<file path="src/rtl/sys_bridge.sv">
// sys_bridge: bridges one CPU request port to a data memory and NSLV peripheral slots.
// Three-state access engine: IDLE -> ACCESS -> RESP.
// Optional interrupt register block is enabled by defining SYS_BRIDGE_IRQ_EN.
module sys_bridge #(
  parameter int unsigned NSLV       = 2,
  parameter logic [31:0] SLV_BASE   = 32'h0000_7f00,
  parameter logic [31:0] SLV_STRIDE = 32'h10,
  parameter logic [31:0] SLV_SPAN   = 32'hc,
  parameter logic [31:0] DM_END     = 32'h0000_2fff,
  parameter int unsigned TIMEOUT    = 15,
  parameter logic [31:0] IRQ_ADDR   = 32'h0000_7f30
) (
  input  logic               clk,
  input  logic               reset_n,
  input  logic               cpu_req,
  input  logic [31:0]        cpu_addr,
  input  logic [31:0]        cpu_wd,
  input  logic [3:0]         cpu_byteen,
  output logic               cpu_ack,
  output logic [31:0]        cpu_rd,
  output logic               cpu_err,
  output logic [31:0]        dm_addr,
  output logic [31:0]        dm_wd,
  output logic [3:0]         dm_we,
  input  logic [31:0]        dm_rd,
  output logic [31:0]        slv_addr,
  output logic [31:0]        slv_wd,
  output logic [NSLV-1:0]    slv_sel,
  output logic               slv_we,
  input  logic [32*NSLV-1:0] slv_rd,
  input  logic [NSLV-1:0]    slv_ready,
  input  logic [NSLV-1:0]    irq_in,
  output logic               irq_out
);
  localparam int unsigned IdxW = (NSLV > 1) ? $clog2(NSLV) : 1;

  typedef enum logic [1:0] {StIdle, StAccess, StResp} state_e;
  // TgtErr covers unmapped addresses and illegal partial writes: both end in err=1, rd=0.
  typedef enum logic [1:0] {TgtDm, TgtSlv, TgtIrq, TgtErr} tgt_e;

  state_e            state_q, state_d;
  tgt_e              tgt_q, tgt_d, dec_tgt;
  logic [31:0]       addr_q, addr_d, wd_q, wd_d, rd_q, rd_d;
  logic [3:0]        be_q, be_d;
  logic [IdxW-1:0]   idx_q, idx_d, dec_idx;
  logic [7:0]        cnt_q, cnt_d;
  logic              err_q, err_d, slot_hit, sel_rdy, partial;
  logic [31:0]       sel_rd;
  logic [NSLV-1:0]   sel_oh;

`ifdef SYS_BRIDGE_IRQ_EN
  logic [NSLV-1:0] pend_q, mask_q, mask_d;
  logic            irq_q;
`else
  logic unused_irq_in;
  assign unused_irq_in = ^irq_in;
`endif

  assign partial = (cpu_byteen != 4'b0000) && (cpu_byteen != 4'b1111);

  // Address decode of the incoming request; first matching slot wins.
  always_comb begin
    dec_tgt  = TgtErr;
    dec_idx  = '0;
    slot_hit = 1'b0;
    for (int i = 0; i < NSLV; i++) begin
      if (!slot_hit && ((cpu_addr - (SLV_BASE + 32'(i) * SLV_STRIDE)) < SLV_SPAN)) begin
        slot_hit = 1'b1;
        dec_idx  = IdxW'(i);
      end
    end
    if (cpu_addr <= DM_END) begin
      dec_tgt = TgtDm;
    end
`ifdef SYS_BRIDGE_IRQ_EN
    else if (cpu_addr == IRQ_ADDR) begin
      dec_tgt = partial ? TgtErr : TgtIrq;
    end
`endif
    else if (slot_hit) begin
      dec_tgt = partial ? TgtErr : TgtSlv;
    end
  end

  // Select read data, ready and one-hot select for the registered slot index.
  always_comb begin
    sel_rd  = '0;
    sel_rdy = 1'b0;
    sel_oh  = '0;
    for (int i = 0; i < NSLV; i++) begin
      if (IdxW'(i) == idx_q) begin
        sel_rd    = slv_rd[32*i +: 32];
        sel_rdy   = slv_ready[i];
        sel_oh[i] = 1'b1;
      end
    end
  end

  // Next-state logic for the access engine and response registers.
  always_comb begin
    state_d = state_q;
    tgt_d   = tgt_q;
    addr_d  = addr_q;
    wd_d    = wd_q;
    be_d    = be_q;
    idx_d   = idx_q;
    cnt_d   = cnt_q;
    rd_d    = rd_q;
    err_d   = err_q;
`ifdef SYS_BRIDGE_IRQ_EN
    mask_d  = mask_q;
`endif
    unique case (state_q)
      StIdle: begin
        if (cpu_req) begin
          addr_d  = cpu_addr;
          wd_d    = cpu_wd;
          be_d    = cpu_byteen;
          tgt_d   = dec_tgt;
          idx_d   = dec_idx;
          cnt_d   = '0;
          state_d = StAccess;
        end
      end
      StAccess: begin
        unique case (tgt_q)
          TgtDm: begin
            rd_d    = dm_rd;
            err_d   = 1'b0;
            state_d = StResp;
          end
          TgtSlv: begin
            if (sel_rdy) begin
              rd_d    = sel_rd;
              err_d   = 1'b0;
              state_d = StResp;
            end else if (cnt_q + 8'd1 == 8'(TIMEOUT)) begin
              rd_d    = '0;
              err_d   = 1'b1;
              state_d = StResp;
            end else begin
              cnt_d = cnt_q + 8'd1;
            end
          end
`ifdef SYS_BRIDGE_IRQ_EN
          TgtIrq: begin
            if (be_q == 4'b0000) begin
              rd_d = {16'(pend_q), 16'(mask_q)};
            end else begin
              rd_d   = '0;
              mask_d = wd_q[NSLV-1:0];
            end
            err_d   = 1'b0;
            state_d = StResp;
          end
`endif
          default: begin
            rd_d    = '0;
            err_d   = 1'b1;
            state_d = StResp;
          end
        endcase
      end
      StResp:  state_d = StIdle;
      default: state_d = StIdle;
    endcase
  end

  // State and request registers with asynchronous active-low clear.
  always_ff @(posedge clk or negedge reset_n) begin
    if (!reset_n) begin
      state_q <= StIdle;
      tgt_q   <= TgtDm;
      addr_q  <= '0;
      wd_q    <= '0;
      be_q    <= '0;
      idx_q   <= '0;
      cnt_q   <= '0;
      rd_q    <= '0;
      err_q   <= 1'b0;
    end else begin
      state_q <= state_d;
      tgt_q   <= tgt_d;
      addr_q  <= addr_d;
      wd_q    <= wd_d;
      be_q    <= be_d;
      idx_q   <= idx_d;
      cnt_q   <= cnt_d;
      rd_q    <= rd_d;
      err_q   <= err_d;
    end
  end

`ifdef SYS_BRIDGE_IRQ_EN
  // Interrupt pending/mask registers and registered aggregate output.
  always_ff @(posedge clk or negedge reset_n) begin
    if (!reset_n) begin
      pend_q <= '0;
      mask_q <= '0;
      irq_q  <= 1'b0;
    end else begin
      pend_q <= irq_in;
      mask_q <= mask_d;
      irq_q  <= |(pend_q & mask_q);
    end
  end
  assign irq_out = irq_q;
`else
  assign irq_out = 1'b0;
`endif

  // Strobes are decoded from state so a reset drops them immediately.
  always_comb begin
    cpu_ack  = (state_q == StResp);
    cpu_rd   = rd_q;
    cpu_err  = err_q;
    dm_addr  = addr_q;
    dm_wd    = wd_q;
    slv_addr = addr_q;
    slv_wd   = wd_q;
    dm_we    = (state_q == StAccess && tgt_q == TgtDm) ? be_q : 4'b0000;
    slv_sel  = (state_q == StAccess && tgt_q == TgtSlv) ? sel_oh : '0;
    slv_we   = (state_q == StAccess && tgt_q == TgtSlv && be_q == 4'b1111);
  end

endmodule

</file>
<file path="config.mk">
export PLATFORM = sky130hd
export DESIGN_NAME = sys_bridge
export DESIGN_NICKNAME = d
export VERILOG_FILES = /design/src/rtl/sys_bridge.sv
export SDC_FILE = /design/constraint.sdc
export NUM_CORES = 1
export LEC_CHECK = 0
export ABC_AREA = 1
export CAP_MARGIN = 20
export CELL_PAD_IN_SITES_DETAIL_PLACEMENT = 1
export CELL_PAD_IN_SITES_GLOBAL_PLACEMENT = 1
export CORE_MARGIN = 8
export CORE_UTILIZATION = 30
export DETAILED_ROUTE_END_ITERATION = 7
export PLACE_DENSITY = 0.87
export RECOVER_POWER = 50
export SLEW_MARGIN = 20
export SYNTH_ARGS = -nofsm -noshare
export SYNTH_HDL_FRONTEND = slang
export SYNTH_SLANG_ARGS = --single-unit
</file>
<file path="constraint.sdc">
create_clock -name clk -period 4.6 [get_ports clk]
set_input_delay 0.69 -clock clk [delete_from_list [all_inputs] [get_ports clk]]
set_output_delay 0.69 -clock clk [all_outputs]
set_load 0.05 [all_outputs]
</file>
==> results of run 1 <==
[power by group]
group | leakage, nW | switching (mW) | internal [mW]
Sequential | 1.44 | 0.336 | 1.42
Combinational | 3.15 | 3.36 | 1.39
Clock | 0.278 | 0.472 | 0.836
[final timing paths]
kind,end,startpoint,slack [ns],cells past startpoint
worst min register to register,cpu_rd[20],cpu_rd[20],0.47,2
min in group asynchronous,dm_wd[2],reset_n,0.93,1
worst max-delay path,slv_sel[1],idx_q,1.33,4
max in group asynchronous,idx_q,reset_n,1.60,2
worst min-delay path,cpu_rd[20],cpu_rd[20],0.47,2
worst max register to register,cpu_rd[3],idx_q,1.69,10
[cell usage in the layout (no fill, tap or decap), types with 3 or more instances in the layout]
| master | n |
|---|---|
| nand2_1 | 379 |
| clkdlybuf4s50_1 | 283 |
| dfrtp_1 | 113 |
| o21ai_0 | 67 |
| nor2_1 | 64 |
| inv_1 | 56 |
| dlygate4sd3_1 | 53 |
| nand3_1 | 38 |
| mux2i_1 | 23 |
| nand4_1 | 17 |
| clkbuf_16 | 17 |
| xor2_1 | 11 |
| a31oi_1 | 9 |
| nand2_2 | 4 |
| nor2_4 | 4 |
| nand2_4 | 4 |
| buf_4 | 4 |
| nor2_2 | 3 |
| nand3_2 | 3 |
| clkbuf_8 | 3 |
| clkinvlp_4 | 3 |
| clkinv_2 | 3 |
| clkbuf_1 | 3 |
[sequential cells by signal (all words and copies together), names as in the netlist]
| register | cells |
|---|---|
| cnt_q | 8 |
| cpu_err | 1 |
| cpu_rd | 32 |
| tgt_q | 2 |
| idx_q | 1 |
| be_q | 4 |
| dm_addr | 32 |
| state_q | 2 |
| dm_wd | 32 |
[worst max-delay path, cell delays in order (launching register included)]
cell and delay [ns]:
dfrtp_2 0.34, buf_4 0.44, inv_1 0.37, nor2_1 0.17
clkdlybuf4s50_1 0.85
[layout make-up]
type                    count  area, um^2
fillers                  2677       11500
repair buffers            343        3410
multi-input cells         643        3000
flip-flops and latches    114        2850
clock buffers              22         474
well taps                 280         350
inverters                  59         221
clock inverters             9         106
[stage by stage]
stage | instance area [um^2] | worst slack, ns | power, mW
floorplan | 6710 | 2.21 | 5.14
global placement | 9840 | 1.57 | 6.54
detailed placement | 9840 | 1.47 | 6.65
CTS | 10400 | 1.26 | 7.99
global route | 10400 | 1.05 | 8.19
finish | 10400 | 1.33 | 7.80
[routing by layer]
metal | wire length (um) | part of all wire, %
met4 | 275 | 1.0
met1 | 10600 | 39
met3 | 1900 | 7.0
met2 | 14300 | 53
met5 | 13 | 0.048
[kinds of logic (layout without fill, tap and decap cells)]
| family | Yosys count | after routing | share of synthesized area (%) |
|---|---|---|---|
| xor gates and xnor gates | 13 | 13 | 1.81 |
| AOI/OAI and AO/OA | 82 | 82 | 6.37 |
| and+or+nand+nor | 522 | 522 | 32.5 |
| other | 1 | 1 | 0.0559 |
| muxes | 23 | 23 | 3.43 |
| DFF | 114 | 114 | 42.5 |
| adders and majority gates | 2 | 2 | 0.373 |
| buffers and inverters | 159 | 433 | 13.0 |
==> results.sh, run 1 <==
export IMPL_stdcell_count=1470
export IMPL_clk_latency_ns=0.40
export IMPL_path_class="reg -> out"
export IMPL_leakagePower_nw=4.86
export IMPL_synth_yosys_seq_area_share_pct=42.5
export IMPL_wire_per_inst_um=18.4
export IMPL_outcome="complete, but fails checks"
export IMPL_synth_edf_count=0
export IMPL_avgSynthCellArea_um2=7.33
export IMPL_via_count=6885
export IMPL_synth_seq_cells=114
export IMPL_fp_dieH_um=166
export IMPL_postSynth_asyncResetShare_pct=100
export IMPL_netlist_area_leader_share_pct=42.5
export IMPL_dp_hpwl_um=21600
export IMPL_cts_sinks=114
export IMPL_die_w_um=166
export IMPL_ant_nets=0
export IMPL_slew_headroom_pct=-45.3
export IMPL_drive_above_1_share_pct=4.96
export IMPL_cp_arrival_ns=2.58
export IMPL_syn_inst=916
export IMPL_final_min_period_over_clock_period_pct=71.0
export IMPL_use_met3_pct=5.08
export IMPL_vias_per_cell=4.68
export IMPL_yosysMostFrequentCell="nand2_1"
export IMPL_setup_tns_ns=0
export IMPL_post_cts_buffers=0
export IMPL_ctsLongestPathBuffers=2
export IMPL_cts_hold_buf=0
export IMPL_cts_root_buf="clkbuf_16"
export IMPL_hold_violations=0
export IMPL_antenna_cells=0
export IMPL_design_portCount=341
export IMPL_dr_pass1_iters=5
export IMPL_yosysUniqueCellTypes=35
export IMPL_htreeDepth=4
export IMPL_synth_nets=1089
export IMPL_post_cts_resized=0
export IMPL_violations="capacitance limit, slew limit"
export IMPL_crit_path_end_kind="output pin"
export IMPL_gp_congestion=0.919
export IMPL_row_count=54
export IMPL_p_per_area_nw_per_um2=749
export IMPL_busiest_layer="met2"
export IMPL_yosys_area_top_type="dfrtp_1"
export IMPL_syn_area_um2=6710
export IMPL_grt_max_degree=76
export IMPL_holdWs_ns=0.474
export IMPL_synth_ff_type="dfrtp_1"
export IMPL_port_buffers=337
export IMPL_utilization_pct=47.6
export IMPL_period_minus_slack_ns=3.27
export IMPL_cts_buffers=17
export IMPL_gr_total_overflow=0
export IMPL_cp_max_fo=35
export IMPL_initial_utilization_pct=30.7
export IMPL_max_freq_mhz=306
export IMPL_area_growth_syn_to_layout_pct=55.2
export IMPL_min_path_type="reg -> reg"
export IMPL_peakVddDrop_uv=561
export IMPL_grt_pass1_vias=7518
export IMPL_clk_pin_slew_ns=0.06
export IMPL_grt_first_pass_wirelength_um=41400
export IMPL_synth_warnings=0
export IMPL_maxCapViolCount=1
export IMPL_gr_usage_met1_pct=21.4
export IMPL_track_usage_pct=19.2
export IMPL_worst_setup_path_start_kind="flip-flop"
export IMPL_die_area_um2=27400
export IMPL_cts_tree="built"
export IMPL_setup_viol=0
export IMPL_drc=0
export IMPL_drt_iter0_drc=274
export IMPL_worstMarginPinSlew_ns=2.18
export IMPL_maxSlewViolCount=39
export IMPL_core_um2=21900
export IMPL_rsz0062_at_grt="false"
export IMPL_netlist_top_cells_area="dfrtp_1 42%, nand2_1 21%, buf_4 7.3%"
export IMPL_critPathRequiredTime_ns=3.91
export IMPL_ys_top_cells_by_count="379 x nand2_1, 114 x dfrtp_1, 67 x o21ai_0"
export IMPL_nets=1351
export IMPL_routed_wirelength_um=27100
export IMPL_antenna_found_initial=1
export IMPL_skew_ns=0.00875
export IMPL_use_met2_pct=35.8
export IMPL_post_place_cells=1439
Power figures use the tool's default switching activity.
==> run 2, diff against run 1 <==
--- a/config.mk
+++ b/config.mk
@@ -10,9 +10,9 @@
 export CELL_PAD_IN_SITES_DETAIL_PLACEMENT = 1
 export CELL_PAD_IN_SITES_GLOBAL_PLACEMENT = 1
 export CORE_MARGIN = 8
-export CORE_UTILIZATION = 30
+export CORE_UTILIZATION = 25
 export DETAILED_ROUTE_END_ITERATION = 7
-export PLACE_DENSITY = 0.87
+export PLACE_DENSITY = 0.78
 export RECOVER_POWER = 50
 export SLEW_MARGIN = 20
 export SYNTH_ARGS = -nofsm -noshare
==> constraint.sdc (replaced) <==
create_clock -name clk -period 3 [get_ports clk]
set_input_delay 0.45 -clock clk [delete_from_list [all_inputs] [get_ports clk]]
set_output_delay 0.45 -clock clk [all_outputs]
set_load 0.05 [all_outputs]
==> run 2 against run 1 <==
The run now ends clean. First-iteration DRC count is 12% higher. Total power rose by 55%. Combinational power rose by 55%. Cell count up 5.0%. Critical path depth up 2. Hold slack worse by 0.17 ns. Core utilization down 8.0 points. Via count is 0.76% lower. Register-to-register slack got worse by 1.2 ns. Highest routed layer is now met4. Critical path type unchanged. Die area is 18% higher.
==> results.sh, run 2 (synthesis results as in run 1) <==
export IMPL_outcome="finished, final reports clean"
export IMPL_worst_path_dominant_cell_family="buffers and inverters"
export IMPL_drive_above_1_share_pct=5.82
export IMPL_via_count=6833
export IMPL_reg2regPathDepth=4
export IMPL_clk_latency_ns=0.41
export IMPL_initial_utilization_pct=25.2
export IMPL_grt_first_pass_wirelength_um=42000
export IMPL_port_buffers=337
export IMPL_min_path_type="in -> async"
export IMPL_post_cts_resized=0
export IMPL_cts_hold_buf=0
export IMPL_critPathMostFrequentCell="nor2_1"
export IMPL_vias_per_cell=4.43
export IMPL_cp_cell_sequence="nor2_1 > inv_1 > nor2_1 > inv_1 > nor2_1 > clkdlybuf4s50_1"
export IMPL_design_portCount=341
export IMPL_hold_violations=0
export IMPL_nets=1362
export IMPL_period_minus_slack_ns=2.74
export IMPL_path_class="reg -> out"
export IMPL_cts_root_buf="clkbuf_16"
export IMPL_p_per_area_nw_per_um2=1150
export IMPL_die_w_um=180
export IMPL_setup_tns_ns=0
export IMPL_p_sw_share_pct=52.9
export IMPL_worstMarginPinSlew_ns=1.46
export IMPL_clk_pin_slew_ns=0.06
export IMPL_cp_arrival_ns=2.29
export IMPL_power_internal_mw=5.70
export IMPL_p_switching_mw=6.41
export IMPL_gr_total_overflow=0
export IMPL_rr_startpoint="state_q[0]"
export IMPL_area_growth_syn_to_layout_pct=57.3
export IMPL_htreeDepth=4
export IMPL_critical_path_buf_inv_count=3
export IMPL_cp_max_fo=4
export IMPL_leakagePower_nw=4.87
export IMPL_track_usage_pct=16.2
export IMPL_core_um2=26700
export IMPL_cts_buffers=17
export IMPL_ant_nets=0
export IMPL_rsz0062_at_grt="false"
export IMPL_peakVddDrop_uv=649
export IMPL_final_min_period_over_clock_period_pct=91.3
export IMPL_cts_sinks=114
export IMPL_p_clk_share_pct=17.1
export IMPL_critPathRequiredTime_ns=2.55
export IMPL_crit_path_end_kind="output pin"
export IMPL_power_frac_seq_pct=22.2
export IMPL_dr_pass1_iters=4
export IMPL_drt_iter0_drc=306
export IMPL_routed_wirelength_um=26800
export IMPL_slew_headroom_pct=2.59
export IMPL_fp_dieH_um=180
export IMPL_ctsLongestPathBuffers=2
export IMPL_layout_commonest_cell="nand2_1"
export IMPL_worst_path_largest_cell_delay_ns=0.84
export IMPL_dp_hpwl_um=21400
export IMPL_grt_pass1_vias=7310
export IMPL_p_comb_share_pct=60.7
export IMPL_critPathSlowestCell="clkdlybuf4s50_1"
export IMPL_r2r_slack_ns=0.45
export IMPL_max_freq_mhz=365
export IMPL_wire_per_inst_um=17.4
export IMPL_skew_ns=0.0105
export IMPL_maxCapViolCount=0
export IMPL_antenna_found_initial=0
export IMPL_worst_setup_path_start_kind="flip-flop"
export IMPL_layout_common_cells="379 x nand2_1, 320 x clkdlybuf4s50_1, 113 x dfrtp_1, 67 x o21ai_0, 64 x nor2_1"
export IMPL_post_cts_buffers=0
export IMPL_worst_r2r_endpoint="dm_addr[28]"
export IMPL_grt_max_degree=59
export IMPL_post_place_cells=1511
export IMPL_row_count=60
export IMPL_setup_viol=0
export IMPL_stdcell_count=1543
export IMPL_maxSlewViolCount=0
export IMPL_die_area_um2=32300
export IMPL_antenna_cells=0
export IMPL_gp_congestion=0.877
export IMPL_cts_tree="built"
export IMPL_drc=0
[run 2: cell count changes in the layout (fill, tap and decap cells not counted), sizes merged]
cell	change
inv	+2
clkbuf	+2
buf	+7
clkinv	+2
bufinv	+1
clkinvlp	-1
clkdlybuf4s50	+37
dlygate4sd3	-38
[run 2: worst max-delay path by stage]
stage	from	to	slack (ns)	depth (start not counted)
after detailed placement	cpu_addr[8]	tgt_q[1]	0.31	14
after floorplan	tgt_q[0]	dm_we[0]	0.85	4
after CTS	state_q[1]	dm_we[2]	0.11	6
after global routing	reset_n	cpu_rd[15]	0.03	2
after global placement	cpu_addr[12]	tgt_q[1]	0.35	14
final	tgt_q[1]	slv_we	0.26	6
[run 2: through the flow]
stage / hold slack, ns / utilization [%] / setup slack [ns] / power (mW) / cell area (um^2)
after floorplan: 0.154 / - / 0.848 / 7.88 / 6710
after global placement: 0.461 / 37.6 / 0.351 / 10.1 / 10000
after detailed placement: 0.465 / 37.6 / 0.309 / 10.2 / 10000
after CTS: 0.0854 / 39.8 / 0.109 / 12.4 / 10600
after global routing: 0.411 / 39.6 / 0.0273 / 12.7 / 10600
final: 0.307 / 39.6 / 0.262 / 12.1 / 10600
[run 2: layer usage]
| metal | up-vias | GRT usage (%) | part of all wire, % | wire [um] |
|---|---|---|---|---|
| met4 | 0 | 4.37 | 1.7 | 448 |
| met3 | 29 | 4.19 | 5.1 | 1370 |
| met2 | 202 | 29.6 | 51 | 13800 |
| met1 | 3244 | 18.4 | 42 | 11200 |
| li1 | 3358 | - | - | - |
| met5 | - | 0 | 0 | 0 |
[run 2: final cells by class]
class                      instances  area, um^2
tap                              341         427
clock buffer                      19         433
fill                            3251       16100
multi-input combinational        643        2990
inverter                          59         221
clock inverter                    13         160
timing repair buffer             354        3480
sequential                       114        2850
[run 2: power by group through the flow]
stage                     Combinational (mW)  Clock, mW  Sequential (mW)
after floorplan                         3.34          0             4.54
after global placement                  7.41          0             2.70
after detailed placement                7.50          0             2.74
after CTS                               7.52       2.14             2.72
after global routing                    7.73       2.20             2.79
final                                   7.35       2.07             2.69
[run 2: worst register-to-register path, cell delays in order (launching register included)]
cell and delay (ns):
dfrtp_1 0.39, nand2_1 0.18, nand3_1 0.82, clkbuf_4 0.69, o21ai_0 0.37
==> run 3, diff against run 2 <==
==> constraint.sdc (replaced) <==
create_clock -name clk -period 3 [get_ports clk]
set_input_delay 0.45 -clock clk [delete_from_list [all_inputs] [get_ports clk]]
set_output_delay 0.45 -clock clk [all_outputs]
set_load 0.1 [all_outputs]
==> run 3 against run 2 <==
Critical path depth up 4. Via count grew 0.56%. Die area did not move. Routed wire length shrank 0.72%. Hold slack gained 0.059 ns. Count of clock-buffer cells in the layout did not move. Register-to-register slack gained 0.27 ns. Core utilization decreased by 2.4 points. Flip-flop and latch count is the same. Design area decreased by 6.2%. Setup slack improved by 0.46 ns.
==> results.sh, run 3 (synthesis results as in run 1) <==
export IMPL_die_w_um=180
export IMPL_area_growth_syn_to_layout_pct=47.6
export IMPL_r2r_slack_ns=0.72
export IMPL_max_freq_mhz=439
export IMPL_cts_buffers=17
export IMPL_worst_r2r_endpoint="cpu_rd[4]"
export IMPL_cts_root_buf="clkbuf_16"
export IMPL_min_path_type="in -> async"
export IMPL_utilization_pct=37.2
export IMPL_drive_above_1_share_pct=13.0
export IMPL_path_class="reg -> reg"
export IMPL_grt_pass1_vias=7397
export IMPL_slew_headroom_pct=4.74
export IMPL_reg2regPathDepth=10
export IMPL_via_count=6871
export IMPL_critPathRequiredTime_ns=3.34
export IMPL_ctsLongestPathBuffers=2
export IMPL_hold_violations=0
export IMPL_drt_iter0_drc=297
export IMPL_worstMarginPinSlew_ns=1.43
export IMPL_layout_common_cells="379 x nand2_1, 167 x clkdlybuf4s50_1, 113 x dfrtp_1, 97 x buf_4, 87 x clkbuf_1"
export IMPL_cp_arrival_ns=2.62
export IMPL_dr_pass1_iters=4
export IMPL_gr_total_overflow=0
export IMPL_maxSlewViolCount=0
export IMPL_holdWs_ns=0.367
export IMPL_row_count=60
export IMPL_port_buffers=337
export IMPL_rsz0062_at_grt="false"
export IMPL_routed_wirelength_um=26600
export IMPL_track_usage_pct=16.3
export IMPL_outcome="finished, final reports clean"
export IMPL_period_minus_slack_ns=2.28
export IMPL_clk_latency_ns=0.41
export IMPL_grt_first_pass_wirelength_um=42200
export IMPL_crit_path_end_kind="flip-flop"
export IMPL_dp_hpwl_um=21500
export IMPL_design_portCount=341
export IMPL_worst_setup_path_start_kind="flip-flop"
export IMPL_grt_max_degree=54
export IMPL_cts_hold_buf=0
export IMPL_clk_pin_slew_ns=0.06
export IMPL_cts_sinks=114
export IMPL_cts_tree="built"
export IMPL_rr_startpoint="cnt_q[1]"
export IMPL_wire_per_inst_um=17.2
export IMPL_ant_nets=0
export IMPL_antenna_found_initial=0
export IMPL_gp_congestion=0.850
export IMPL_core_um2=26700
export IMPL_antenna_cells=0
export IMPL_fp_dieH_um=180
export IMPL_post_cts_buffers=0
export IMPL_maxCapViolCount=0
export IMPL_final_min_period_over_clock_period_pct=75.9
export IMPL_htreeDepth=4
export IMPL_skew_ns=0.00911
export IMPL_drc=0
export IMPL_nets=1362
export IMPL_initial_utilization_pct=25.2
export IMPL_die_area_um2=32300
export IMPL_layout_commonest_cell="nand2_1"
export IMPL_post_cts_resized=0
export IMPL_cp_max_fo=42
export IMPL_vias_per_cell=4.45
export IMPL_setup_viol=0
export IMPL_setup_tns_ns=0
[run 3: cell types whose count changed in the layout (fill, tap and decap cells not counted), sizes merged]
cell           previous run  this run
buf                      11        98
bufinv                    3         4
clkbuf                   27       108
clkdlybuf4s50           320       167
clkinv                    8         4
dlygate4sd3              15         0
inv                      59        62
[run 3: metal layers]
layer / track usage [%] / routed length [um] / share of wire [%] / up-vias
met5: 0 / 0 / 0 / -
met4: 4.97 / 515 / 1.9 / 0
met3: 4.27 / 1380 / 5.2 / 30
met2: 29.4 / 13700 / 51 / 200
met1: 18.4 / 11000 / 41 / 3286
li1: - / - / - / 3355
[run 3: worst max-delay path by stage]
| stage | startpoint | to | slack, ns | cells past startpoint |
|---|---|---|---|---|
| after global routing | cnt_q[1] | cpu_rd[4] | 0.46 | 10 |
| after global placement | cpu_addr[12] | tgt_q[1] | 0.34 | 14 |
| after floorplan | tgt_q[0] | dm_we[0] | 0.24 | 4 |
| final | cnt_q[1] | cpu_rd[4] | 0.72 | 10 |
| after detailed placement | cpu_addr[12] | tgt_q[1] | 0.30 | 14 |
| after CTS | cnt_q[1] | cpu_rd[4] | 0.64 | 10 |
[run 3: area by class of cell]
| cell class | instances | area (um^2) |
|---|---|---|
| Clock inverter | 13 | 196 |
| Tap cell | 341 | 427 |
| Inverter | 59 | 221 |
| Multi-Input combinational cell | 643 | 3000 |
| Timing Repair Buffer | 354 | 2760 |
| Sequential cell | 114 | 2850 |
| Fill cell | 3340 | 16700 |
| Clock buffer | 19 | 453 |
[run 3: through the flow]
stage	instance area (um^2)	setup WS [ns]	std cells
after floorplan	6710	0.242	916
after global placement	9600	0.343	1511
after detailed placement	9600	0.302	1511
after CTS	10300	0.640	1543
after global routing	9910	0.463	1543
final	9910	0.722	1543
[run 3: worst max-delay path, stage by stage (launching register included)]
cell and delay [ns]:
dfrtp_1 0.40, ha_1 0.22, nand3_1 0.12, xor2_1 0.16, nor3b_2 0.19, nand4_1 0.13
nand3_1 0.11, nand2_2 0.06, inv_2 0.51, nand2_1 0.20, nand2_1 0.10
Power of run 3 is left out: the tool's default activity adds up to more than one toggle a clock period on the data nets, which glitch-free logic cannot reach.
